==> src/rtl/ddram_arb_pkg.sv <==
// Shared types and constants for the DDR3 burst-port arbiter.
package ddram_arb_pkg;

  localparam int unsigned BURST_W    = 8;
  localparam int unsigned DDR_ADDR_W = 29;
  localparam logic [15:0] TIMEOUT_MAX = 16'hFFFF;

  // Arbiter FSM encoding
  typedef logic [2:0] state_t;
  localparam state_t IDLE    = 3'd0;
  localparam state_t RD_CMD  = 3'd1;
  localparam state_t RD_DATA = 3'd2;
  localparam state_t WR_DATA = 3'd3;
  localparam state_t DONE    = 3'd4;

  // A zero-length request still moves one beat.
  function automatic logic [BURST_W-1:0] norm_len(input logic [BURST_W-1:0] len);
    return (len == '0) ? BURST_W'(1) : len;
  endfunction

endpackage

==> src/rtl/rr_arbiter.sv <==
// Round-robin pointer and cyclic priority encoder. The channel just after
// the pointer has highest priority; the pointer moves to each new grant.
module rr_arbiter #(
  parameter int unsigned CHANNELS = 2,
  parameter int unsigned IDX_W    = (CHANNELS > 1) ? $clog2(CHANNELS) : 1
) (
  input  logic                clk,
  input  logic                _rst,
  input  logic [CHANNELS-1:0] req,
  input  logic                en,
  output logic                valid,
  output logic [IDX_W-1:0]    grant
);

  logic [IDX_W-1:0] ptr_q;

  // Search upward from ptr+1, wrapping, for the first active request
  always_comb begin
    int unsigned j;
    valid = 1'b0;
    grant = ptr_q;
    j     = 0;
    for (int unsigned i = 1; i <= CHANNELS; i++) begin
      j = 32'(ptr_q) + i;
      if (j >= CHANNELS) j = j - CHANNELS;
      if (!valid && req[IDX_W'(j)]) begin
        valid = 1'b1;
        grant = IDX_W'(j);
      end
    end
  end

  // Pointer starts at the last channel so channel 0 wins first after reset
  always_ff @(posedge clk or negedge _rst) begin
    if (!_rst) begin
      ptr_q <= IDX_W'(CHANNELS - 1);
    end else if (en && valid) begin
      ptr_q <= grant;
    end
  end

endmodule

==> src/rtl/ddram_arbiter.sv <==
// N-channel arbiter onto the single DDR3 burst port: round-robin grant,
// one transaction in flight, read/write bursts of 1..255 beats.
// Optional watchdog abort with per-channel ch_err: define DDRAM_ARB_TIMEOUT_EN.
module ddram_arbiter
  import ddram_arb_pkg::*;
#(
  parameter int unsigned CHANNELS = 2,
  parameter int unsigned ADDR_W   = 29,
  parameter int unsigned DATA_W   = 64
) (
  input  logic                       clk,
  input  logic                       _rst,
  input  logic [CHANNELS-1:0]        ch_req,
  input  logic [CHANNELS-1:0]        ch_we,
  input  logic [CHANNELS*ADDR_W-1:0] ch_addr,
  input  logic [CHANNELS*8-1:0]      ch_len,
  input  logic [CHANNELS*DATA_W-1:0] ch_din,
  input  logic [CHANNELS*DATA_W/8-1:0] ch_be,
  output logic [CHANNELS-1:0]        ch_wready,
  output logic [DATA_W-1:0]          ch_rdata,
  output logic [CHANNELS-1:0]        ch_rvalid,
  output logic [CHANNELS-1:0]        ch_done,
`ifdef DDRAM_ARB_TIMEOUT_EN
  output logic [CHANNELS-1:0]        ch_err,
`endif
  input  logic                       ddr_busy,
  output logic [BURST_W-1:0]         ddr_burstcnt,
  output logic [DDR_ADDR_W-1:0]      ddr_addr,
  output logic                       ddr_rd,
  output logic                       ddr_we,
  output logic [DATA_W-1:0]          ddr_din,
  output logic [DATA_W/8-1:0]        ddr_be,
  input  logic [DATA_W-1:0]          ddr_dout,
  input  logic                       ddr_dout_ready
);

  localparam int unsigned IDX_W = (CHANNELS > 1) ? $clog2(CHANNELS) : 1;
  localparam int unsigned BE_W  = DATA_W / 8;

  state_t             state_q, state_d;
  logic [IDX_W-1:0]   grant_q, arb_idx;
  logic               arb_valid, arb_en;
  logic [ADDR_W-1:0]  addr_q, sel_addr;
  logic [BURST_W-1:0] len_q, sel_len;
  logic [BURST_W-1:0] beat_q, beat_d;
  logic               rd_cmd_acc, rd_beat, wr_beat, beat_acc, last_beat;
  logic               wdog_expire;

  assign arb_en = (state_q == IDLE);

  rr_arbiter #(
    .CHANNELS(CHANNELS),
    .IDX_W   (IDX_W)
  ) u_rr_arbiter (
    .clk  (clk),
    ._rst (_rst),
    .req  (ch_req),
    .en   (arb_en),
    .valid(arb_valid),
    .grant(arb_idx)
  );

  assign sel_addr = ch_addr[32'(arb_idx) * ADDR_W +: ADDR_W];
  assign sel_len  = ch_len[32'(arb_idx) * BURST_W +: BURST_W];

  // Handshake events; stray read beats outside RD_DATA never count
  assign rd_cmd_acc = (state_q == RD_CMD) && !ddr_busy;
  assign rd_beat    = (state_q == RD_DATA) && ddr_dout_ready;
  assign wr_beat    = (state_q == WR_DATA) && !ddr_busy;
  assign beat_acc   = rd_beat || wr_beat;
  assign last_beat  = (beat_q + BURST_W'(1)) == len_q;

  // Next-state and beat counter
  always_comb begin
    state_d = state_q;
    beat_d  = beat_q;
    case (state_q)
      IDLE: begin
        beat_d = '0;
        if (arb_valid) state_d = ch_we[arb_idx] ? WR_DATA : RD_CMD;
      end
      RD_CMD: begin
        if (rd_cmd_acc) state_d = RD_DATA;
      end
      RD_DATA, WR_DATA: begin
        if (beat_acc) begin
          beat_d = beat_q + BURST_W'(1);
          if (last_beat) state_d = DONE;
        end
      end
      DONE:    state_d = IDLE;
      default: state_d = IDLE;
    endcase
    if (wdog_expire) state_d = DONE;
  end

  // FSM state, beat counter and per-transaction latches
  always_ff @(posedge clk or negedge _rst) begin
    if (!_rst) begin
      state_q <= IDLE;
      beat_q  <= '0;
      grant_q <= '0;
      addr_q  <= '0;
      len_q   <= '0;
    end else begin
      state_q <= state_d;
      beat_q  <= beat_d;
      if (arb_en && arb_valid) begin
        grant_q <= arb_idx;
        addr_q  <= sel_addr;
        len_q   <= norm_len(sel_len);
      end
    end
  end

`ifdef DDRAM_ARB_TIMEOUT_EN
  logic [15:0] wdog_q;
  logic        err_q;
  logic        wdog_run, wdog_kick;

  assign wdog_run    = (state_q == RD_CMD) || (state_q == RD_DATA) || (state_q == WR_DATA);
  assign wdog_kick   = rd_cmd_acc || beat_acc;
  assign wdog_expire = wdog_run && !wdog_kick && (wdog_q == TIMEOUT_MAX);

  // Watchdog counts stalled cycles; err_q marks the DONE cycle of an abort
  always_ff @(posedge clk or negedge _rst) begin
    if (!_rst) begin
      wdog_q <= '0;
      err_q  <= 1'b0;
    end else begin
      if (!wdog_run || wdog_kick) wdog_q <= '0;
      else if (!wdog_expire)      wdog_q <= wdog_q + 16'd1;
      if (wdog_expire)            err_q <= 1'b1;
      else if (state_q == DONE)   err_q <= 1'b0;
    end
  end

  // Error pulse accompanies the done pulse of an aborted transaction
  always_comb begin
    ch_err = '0;
    ch_err[grant_q] = (state_q == DONE) && err_q;
  end
`else
  assign wdog_expire = 1'b0;
`endif

  // DDR-side command/data and client-side strobes
  always_comb begin
    ddr_rd       = (state_q == RD_CMD);
    ddr_we       = (state_q == WR_DATA);
    ddr_addr     = DDR_ADDR_W'(addr_q);
    ddr_burstcnt = len_q;
    ddr_din      = '0;
    ddr_be       = '0;
    if (state_q == WR_DATA) begin
      ddr_din = ch_din[32'(grant_q) * DATA_W +: DATA_W];
      ddr_be  = ch_be[32'(grant_q) * BE_W +: BE_W];
    end
    ch_rdata           = (state_q == RD_DATA) ? ddr_dout : '0;
    ch_rvalid          = '0;
    ch_rvalid[grant_q] = rd_beat;
    ch_wready          = '0;
    ch_wready[grant_q] = wr_beat;
    ch_done            = '0;
    ch_done[grant_q]   = (state_q == DONE);
  end

endmodule

==> config.mk <==
export PLATFORM = sky130hd
export DESIGN_NAME = ddram_arbiter
export DESIGN_NICKNAME = d
export VERILOG_FILES = /design/src/rtl/ddram_arb_pkg.sv /design/src/rtl/rr_arbiter.sv /design/src/rtl/ddram_arbiter.sv
export SDC_FILE = /design/constraint.sdc
export NUM_CORES = 1
export LEC_CHECK = 0
export CORE_AREA = 4 4 179 181
export DETAILED_ROUTE_END_ITERATION = 6
export DIE_AREA = 0 0 183 185
export RECOVER_POWER = 50
export SYNTH_ARGS = -nofsm -noshare
export SYNTH_HDL_FRONTEND = slang
export SYNTH_HIERARCHICAL = 1
export SYNTH_SLANG_ARGS = --single-unit
==> constraint.sdc <==
create_clock -name clk -period 1.75 [get_ports clk]
set_input_delay 0.35 -clock clk [delete_from_list [all_inputs] [get_ports clk]]
set_output_delay 0.35 -clock clk [all_outputs]
set_load 0.005 [all_outputs]
Yosys cells after proc, flatten, opt, wreduce, memory -nomap -nowiden
Index checks and enable logic that the tools add are counted.
{"block": "classes", "addsub": 5, "n_mul": 1, "n_lt_le_gt_ge": 7, "eq_ne": 9, "shifts": 4, "mux": 26, "bitwise": 3, "reduce_logical": 15}
{"operator": "2-to-1 mux 64 bit", "count": 2}
{"operator": "indexed part select 128 x 8 -> 64 bit", "count": 1}
{"operator": "indexed part select 58 x 7 -> 29 bit", "count": 1}
{"operator": "indexed part select 16 x 5 -> 8 bit", "count": 2}
{"operator": "2-to-1 mux 8 bit", "count": 3}
{"operator": "case mux 8 bit (2 select lines)", "count": 1}
{"operator": "2-to-1 mux 1 bit", "count": 13}
{"operator": "2-to-1 mux 3 bit", "count": 4}
{"operator": "case mux 3 bit (3 select lines)", "count": 1}
{"operator": "adder 8 x 1 -> 8 bit, second input constant", "count": 1}
{"operator": "equality test 8 bit", "count": 1}
{"operator": "zero test 8 bit", "count": 1}
{"operator": "< comparator 1 x 2 -> 1 bit, second input constant", "count": 4}
{"operator": "bitwise AND 2 bit", "count": 3}
{"operator": "equality test 3 x 2 -> 1 bit, second input constant", "count": 2}
{"operator": "logical AND 1 bit", "count": 6}
{"operator": "multiplier 1 x 5 -> 6 bit, second input constant", "count": 1}
{"operator": "inequality test 2 bit, second input constant", "count": 3}
{"operator": "AND reduction 4 bit", "count": 1}
{"operator": "adder 1 x 2 -> 3 bit, second input constant", "count": 1}
{"operator": "equality test 3 x 1 -> 1 bit, second input constant", "count": 1}
{"operator": "equality test 3 bit, second input constant", "count": 1}
{"operator": "greater-or-equal comparator 3 x 2 -> 1 bit, second input constant", "count": 1}
{"operator": "zero test 3 bit", "count": 1}
{"operator": "12 further kinds", "count": 14}
{"block": "word_totals", "register_bits": 50, "output_inout_bits": 181, "elab_cells": 76}

Logic depth before layout (Yosys ltp)
{"block": "logic_depth", "word_depth": 14, "mapped_depth": 7}

By module
The synthesis kept the hierarchy.
{"module": "ddram_arbiter", "instances": 1, "cells_per_inst": 503, "area_per_inst_um2": 4111.4, "seq_area_each_um2": 1226.2}
{"module": "rr_arbiter", "instances": 1, "cells_per_inst": 6, "area_per_inst_um2": 57.6, "seq_area_each_um2": 26.3}

Least setup slack after synthesis
No wires, ideal clock.
{"block": "synth_path", "kind": "reg2reg", "from": "register u_rr_arbiter.ptr_q", "to": "register addr_q[14], in the netlist ddr_addr[14]", "t_arrival_ns": 1.655, "required_ns": 1.624, "path_slack_ns": -0.031, "stages_incl_launch_ff": 7, "n_path_buf": 3, "period_less_slack_ns": 1.781, "cell_sequence": "dfstp_2 -> mux2i_1 -> clkbuf_1 -> buf_2 -> buf_2 -> mux2i_1 -> a21oi_1"}
{"block": "synth_between", "elab_chain_len": 11, "elab_cells_between_ends": 21, "cone_classes": "4 x add/sub; 1 x mul; 2 x order compare; 1 x shift; 10 x mux; 3 x reduce/logical"}
{"item": "start: declaration", "line_no": "rr_arbiter.sv:15", "source": "logic [IDX_W-1:0] ptr_q;"}
{"item": "start signal: assignment", "line_no": "rr_arbiter.sv:36", "source": "ptr_q <= IDX_W'(CHANNELS - 1);"}
{"item": "start signal: assignment", "line_no": "rr_arbiter.sv:38", "source": "ptr_q <= grant;"}
{"item": "branches (longest 8 deep; another with adder 1 x 2 -> 3 bit)"}
{"item": "2-to-1 mux 1 bit *", "line_no": "rr_arbiter.sv:26", "source": "if (!valid && req[IDX_W'(j)]) begin"}
{"item": "named net arb_idx", "line_no": "ddram_arbiter.sv:41", "source": "logic [IDX_W-1:0] grant_q, arb_idx;"}
{"item": "multiplier 1 x 5 -> 6 bit *", "line_no": "ddram_arbiter.sv:63", "source": "assign sel_addr = ch_addr[32'(arb_idx) * ADDR_W +: ADDR_W];"}
{"item": "indexed part select 58 x 7 -> 29 bit *", "line_no": "ddram_arbiter.sv:63"}
{"item": "end signal: assignment", "line_no": "ddram_arbiter.sv:110", "source": "addr_q <= sel_addr;"}
{"item": "end: declaration", "line_no": "ddram_arbiter.sv:43", "source": "logic [ADDR_W-1:0] addr_q, sel_addr;"}
Mark *: on every way through the listed nets, which the timed path passes. The select of a mux whose other input is x is not followed.
A chain may end at the register's enable or synchronous reset.

Final worst setup path
{"block": "layout_path", "from": "register state_q[2]", "to": "output port ch_rdata[53]"}
{"block": "layout_between", "elab_chain_len": 2}
{"item": "start: declaration", "line_no": "ddram_arbiter.sv:40", "source": "state_t state_q, state_d;"}
{"item": "start signal: assignment", "line_no": "ddram_arbiter.sv:106", "source": "state_q <= state_d;"}
{"item": "equality test 3 x 2 -> 1 bit", "line_no": "ddram_arbiter.sv:159", "source": "ch_rdata = (state_q == RD_DATA) ? ddr_dout : '0;"}
{"item": "2-to-1 mux 64 bit", "line_no": "ddram_arbiter.sv:159"}
{"item": "end: declaration", "line_no": "ddram_arbiter.sv:20", "source": "output logic [DATA_W-1:0] ch_rdata,"}
No other way between the ends.

==> results.txt <==
----------------------------------------------------
[Outcome]
  Run status ... finished with violations
  Failing checks ... setup timing

[Timing]
  Max_slew headroom ... 0.127
  Final-report setup violation count ... between 100 and 150
  Number of hold violations in the final report ... 0
  Final worst slack ... -389 ps
  Final clock skew ... ~5.3 ps
  Final clock period utilization by the worst path ... 1.22
  Transition at the pin with the smallest max-transition slack ... about 1300 ps
  Setup tns final ... -40,490 ps
  RSZ-0062 raised after global routing ... true
  Final critical-path required period ... 2140 ps
  Highest attainable clock frequency ... around 470 MHz
  Max Transition Viols Final ... 0

[Synth]
  Nets in the synthesized netlist ... 800
  Commonest cells in the netlist ... sky130_fd_sc_hd__nor2_1, sky130_fd_sc_hd__mux2i_1, sky130_fd_sc_hd__and2_1
  Warnings from Yosys ... 6
  Sequential share of the synthesized area ... 0.300
  Top area cells in the synthesized netlist ... sky130_fd_sc_hd__dfrtp_1, sky130_fd_sc_hd__mux2i_1, sky130_fd_sc_hd__nor2_1
  Netlist cell types ... 39
  Area share of the leading cell type in the synthesized netlist ... 0.294
  Post-synth EDFFs ... 0
  Top FF cell, synth ... sky130_fd_sc_hd__dfrtp_1
  Flip-flop and latch count after synthesis ... 50
  Post-synthesis cell count ... approximately 500
  Most frequent cell after synthesis ... sky130_fd_sc_hd__nor2_1
  Syn avg cell area ... a little over 8 sq um
  Post-synth ARST share ... 1.00
  Post-synth design cell area ... between 4000 and 5000 sq um
  Top cell type by total area after synthesis ... sky130_fd_sc_hd__dfrtp_1

[Cells and area]
  Layout Cell Area excl Fill ... between 10,000 and 15,000 sq um
  Fin cells ... roughly 1,500
  Fraction of layout instances using a drive strength above 1 ... 0.396
  Number of nets in the layout ... approximately 1,300
  Area delta synth->final ... 176%
  Fill count ... between 2,000 and 3,000

[CTS]
  TritonCTS clock tree ... built
  Max H-tree Level ... 2
  Clock root buffer master ... sky130_fd_sc_hd__clkbuf_16
  Later-pin clock latency in the skew report ... 300 ps
  Clock sink total ... 50
  CTS buffer count ... 5
  Number of buffers on the longest clock path ... 2
  Clock-pin transition on the worst setup and hold timing paths ... approximately 70 ps

[Routing]
  Routed WL ... approximately 30,000 um
  Number of search-and-repair iterations in the first detailed-routing pass ... 4
  Routed via count divided by cell count ... 4.03
  WL/cell ... ~20 um
  Vias after detailed routing ... 5,879
  Iteration-0 DRC count of the detailed router ... roughly 180
  Post-route antenna net violation count ... 0
  DRC violation count after routing ... 0

[Global route]
  Global-route wire length before repair ... 39,100 um
  Antenna violations before repair ... 12
  Number of global-route vias before repair ... between 5,000 and 6,000
  Residual overflow from global routing ... 0
  Overall Global Routing Usage ... 0.156
  Maximum number of pins on one net before global-route repair ... 63

[Floorplan]
  I/O Pins ... roughly 470
  Number of placement rows ... 64
  Starting density of the core ... 0.137
  Die height ... approximately 190 um
  Die span in x ... around 180 um
  Die area ... around 34,000 sq um
  Area inside the core boundary ... a little over 30,000 sq um

[Worst setup path]
  Slowest stage cell on the critical path ... sky130_fd_sc_hd__dfrtp_1
  Crit-path most repeated cell ... sky130_fd_sc_hd__buf_12
  Category of the worst setup path capture point ... output port
  Endpoint arrival time on the critical path ... 1790 ps
  Worst setup slack for register-to-register paths ... approximately 90 ps
  Crit-path max cell delay ... between 300 and 400 ps
  Class of the most critical setup path ... register to output port
  Number of cells on the worst reg-to-reg path ... 8
  Data required time at the worst endpoint ... approximately 1400 ps
  Type of element launching the critical path ... register
  Critical R2R Capture ... beat_q[3]$_DFFE_PN0P_
  Setup crit start ... state_q[2]$_DFFE_PN0P_
  Worst setup path endpoint ... ch_rdata[53]
  Total number of cells along the worst setup path ... 7
  Worst path top cell family by delay ... simple AND/OR/NAND/NOR gates
  FF-to-FF Start ... state_q[2]$_DFFE_PN0P_
  Count of buffering cells on the critical path with inverters included ... 4
  Peak fanout along the critical path ... 6
  Critical path, cell by cell ... and2b_2 -> nor2b_4 -> buf_12 -> buf_12 -> clkbuf_16 -> and2_4 -> buf_6

[Place]
  Placer Congestion ... approximately 0.8
  Cell Area, Placed ... a little under 10,000 sq um
  HPWL reported at the end of detailed placement ... between 20,000 and 25,000 um
  Setup Slack @ Placement ... -564 ps
  Number of port buffers ... between 400 and 500
  Cell count after placement ... between 1,000 and 1,500

[Hold path]
  Path class of the lowest-slack min-delay path ... input pin to async pin

[Pwr]
  Worst VDD drop ... between 0.5 and 0.6 mV
  Power share of the clock group ... 0.063
  Net load switching power ... approximately 0.0062 W
  Static leakage ... around 4.9 nW
  Part of the total power dissipated in combinational logic ... 0.810
  Power per standard cell area ... 1440 nW/um^2
  Share of power burned in registers ... 0.127
  Net switching share of the total power ... 0.376
  Total internal power ... 0.0103 W

[Job]
  Number of maximum-capacitance constraint violations ... 0

----------------------------------------------------
[placed cells by master (no fill, tap or decap), types with 6 or more instances in the layout]
cell type,netlist,layout
sky130_fd_sc_hd__diode_2,0,6
sky130_fd_sc_hd__buf_16,0,13
sky130_fd_sc_hd__and2_1,65,18
sky130_fd_sc_hd__a21oi_1,41,41
sky130_fd_sc_hd__dlygate4sd3_1,0,15
sky130_fd_sc_hd__buf_8,0,12
sky130_fd_sc_hd__clkdlybuf4s50_1,0,308
sky130_fd_sc_hd__buf_4,3,29
sky130_fd_sc_hd__nand2_1,9,8
sky130_fd_sc_hd__nor2_1,120,62
sky130_fd_sc_hd__buf_6,0,92
sky130_fd_sc_hd__nor2_4,0,45
sky130_fd_sc_hd__clkbuf_16,0,8
sky130_fd_sc_hd__o21ai_0,11,6
sky130_fd_sc_hd__dfrtp_1,49,47
sky130_fd_sc_hd__mux2i_1,110,81
sky130_fd_sc_hd__mux2i_4,0,16
sky130_fd_sc_hd__nor2_2,0,13
sky130_fd_sc_hd__buf_2,17,82
sky130_fd_sc_hd__mux2i_2,0,13
sky130_fd_sc_hd__and2_4,0,46
sky130_fd_sc_hd__buf_12,0,24
[worst min-delay path by stage]
stage	startpoint	endpoint	slack, ps
floorplan	_rst	beat_q[0]$_DFFE_PN0P_	50
global placement	_rst	ddr_addr[11]$_DFFE_PN0P_	370
detailed placement	_rst	ddr_addr[11]$_DFFE_PN0P_	370
CTS	_rst	ddr_addr[11]$_DFFE_PN0P_	40
global route	_rst	ddr_addr[10]$_DFFE_PN0P_	550
finish	_rst	ddr_addr[10]$_DFFE_PN0P_	420
[worst reg2reg max path, stage by stage (launching register included)]
cell                      delay [ps]
sky130_fd_sc_hd__dfrtp_1         370
sky130_fd_sc_hd__and2b_2         290
sky130_fd_sc_hd__buf_4           130
sky130_fd_sc_hd__buf_4           120
sky130_fd_sc_hd__o21ai_4          80
sky130_fd_sc_hd__nor2b_1         150
sky130_fd_sc_hd__buf_4           170
sky130_fd_sc_hd__o21ai_0         160
sky130_fd_sc_hd__o31ai_1          90
[sequential cells by signal, indices dropped and copies added (netlist names)]
register / count
u_rr_arbiter/ptr_q: 1
state_q: 3
ddr_addr: 29
ddr_burstcnt: 8
beat_q: 8
grant_q: 1
[metal layers]
layer | track usage | part of all wire
met4 | 0.0149 | 0.0079
met1 | 0.196 | 0.40
met3 | 0.0597 | 0.10
met5 | 0 | 0.0015
met2 | 0.264 | 0.49
[logic make-up (layout without fill, tap and decap cells)]
group / after synthesis / in the layout / share of synthesized area
multiplexers: 112 / 112 / 0.270
other: 0 / 6 / 0
AND/OR/NAND/NOR: 226 / 226 / 0.263
buffers and inverters: 43 / 592 / 0.0465
AO/OA/AOI/OAI: 65 / 65 / 0.0891
XOR/XNOR: 12 / 12 / 0.0285
flip-flops: 50 / 50 / 0.300
adder cells (fa/ha/maj): 1 / 1 / 0.00300
[power by group through the flow]
stage	logic (W)	clock network, W	registers (W)
final	0.0134	0.00105	0.00210
after global routing	0.0143	0.00114	0.00219
after CTS	0.0121	0.00108	0.00211
after detailed placement	0.00937	0	0.00216
after global placement	0.00935	0	0.00215
after floorplan	0.00358	0	0.00207
[final cells by class]
class / instances / area, sq um / area share
multi-input combinational: 416 / 3560 / 0.310
clock buffer: 6 / 139 / 0.0121
tap: 396 / 495 / 0.0431
clock inverter: 2 / 12.5 / 0.00109
sequential: 50 / 1260 / 0.109
timing repair buffer: 582 / 6020 / 0.523
antenna: 6 / 15.0 / 0.00130
inverter: 2 / 7.51 / 0.000652
[through the flow]
step            util  total power [W]  hold WS (ps)
2_1_floorplan      -          0.00565          54.4
3_3_place_gp   0.323           0.0115           369
3_5_place_dp   0.323           0.0115           372
4_1_cts        0.353           0.0153          42.9
5_1_grt        0.378           0.0176           550
6_report       0.378           0.0166           424
[repair_timing]
action                     in CTS  in global routing
pin swaps                      57                 60
setup endpoints to repair     155                161
buffers inserted               49                 16
cloned                         15                  3
hold buffers                    0                  0
resized for setup             762                203
(Power assumes the default switching activity.)
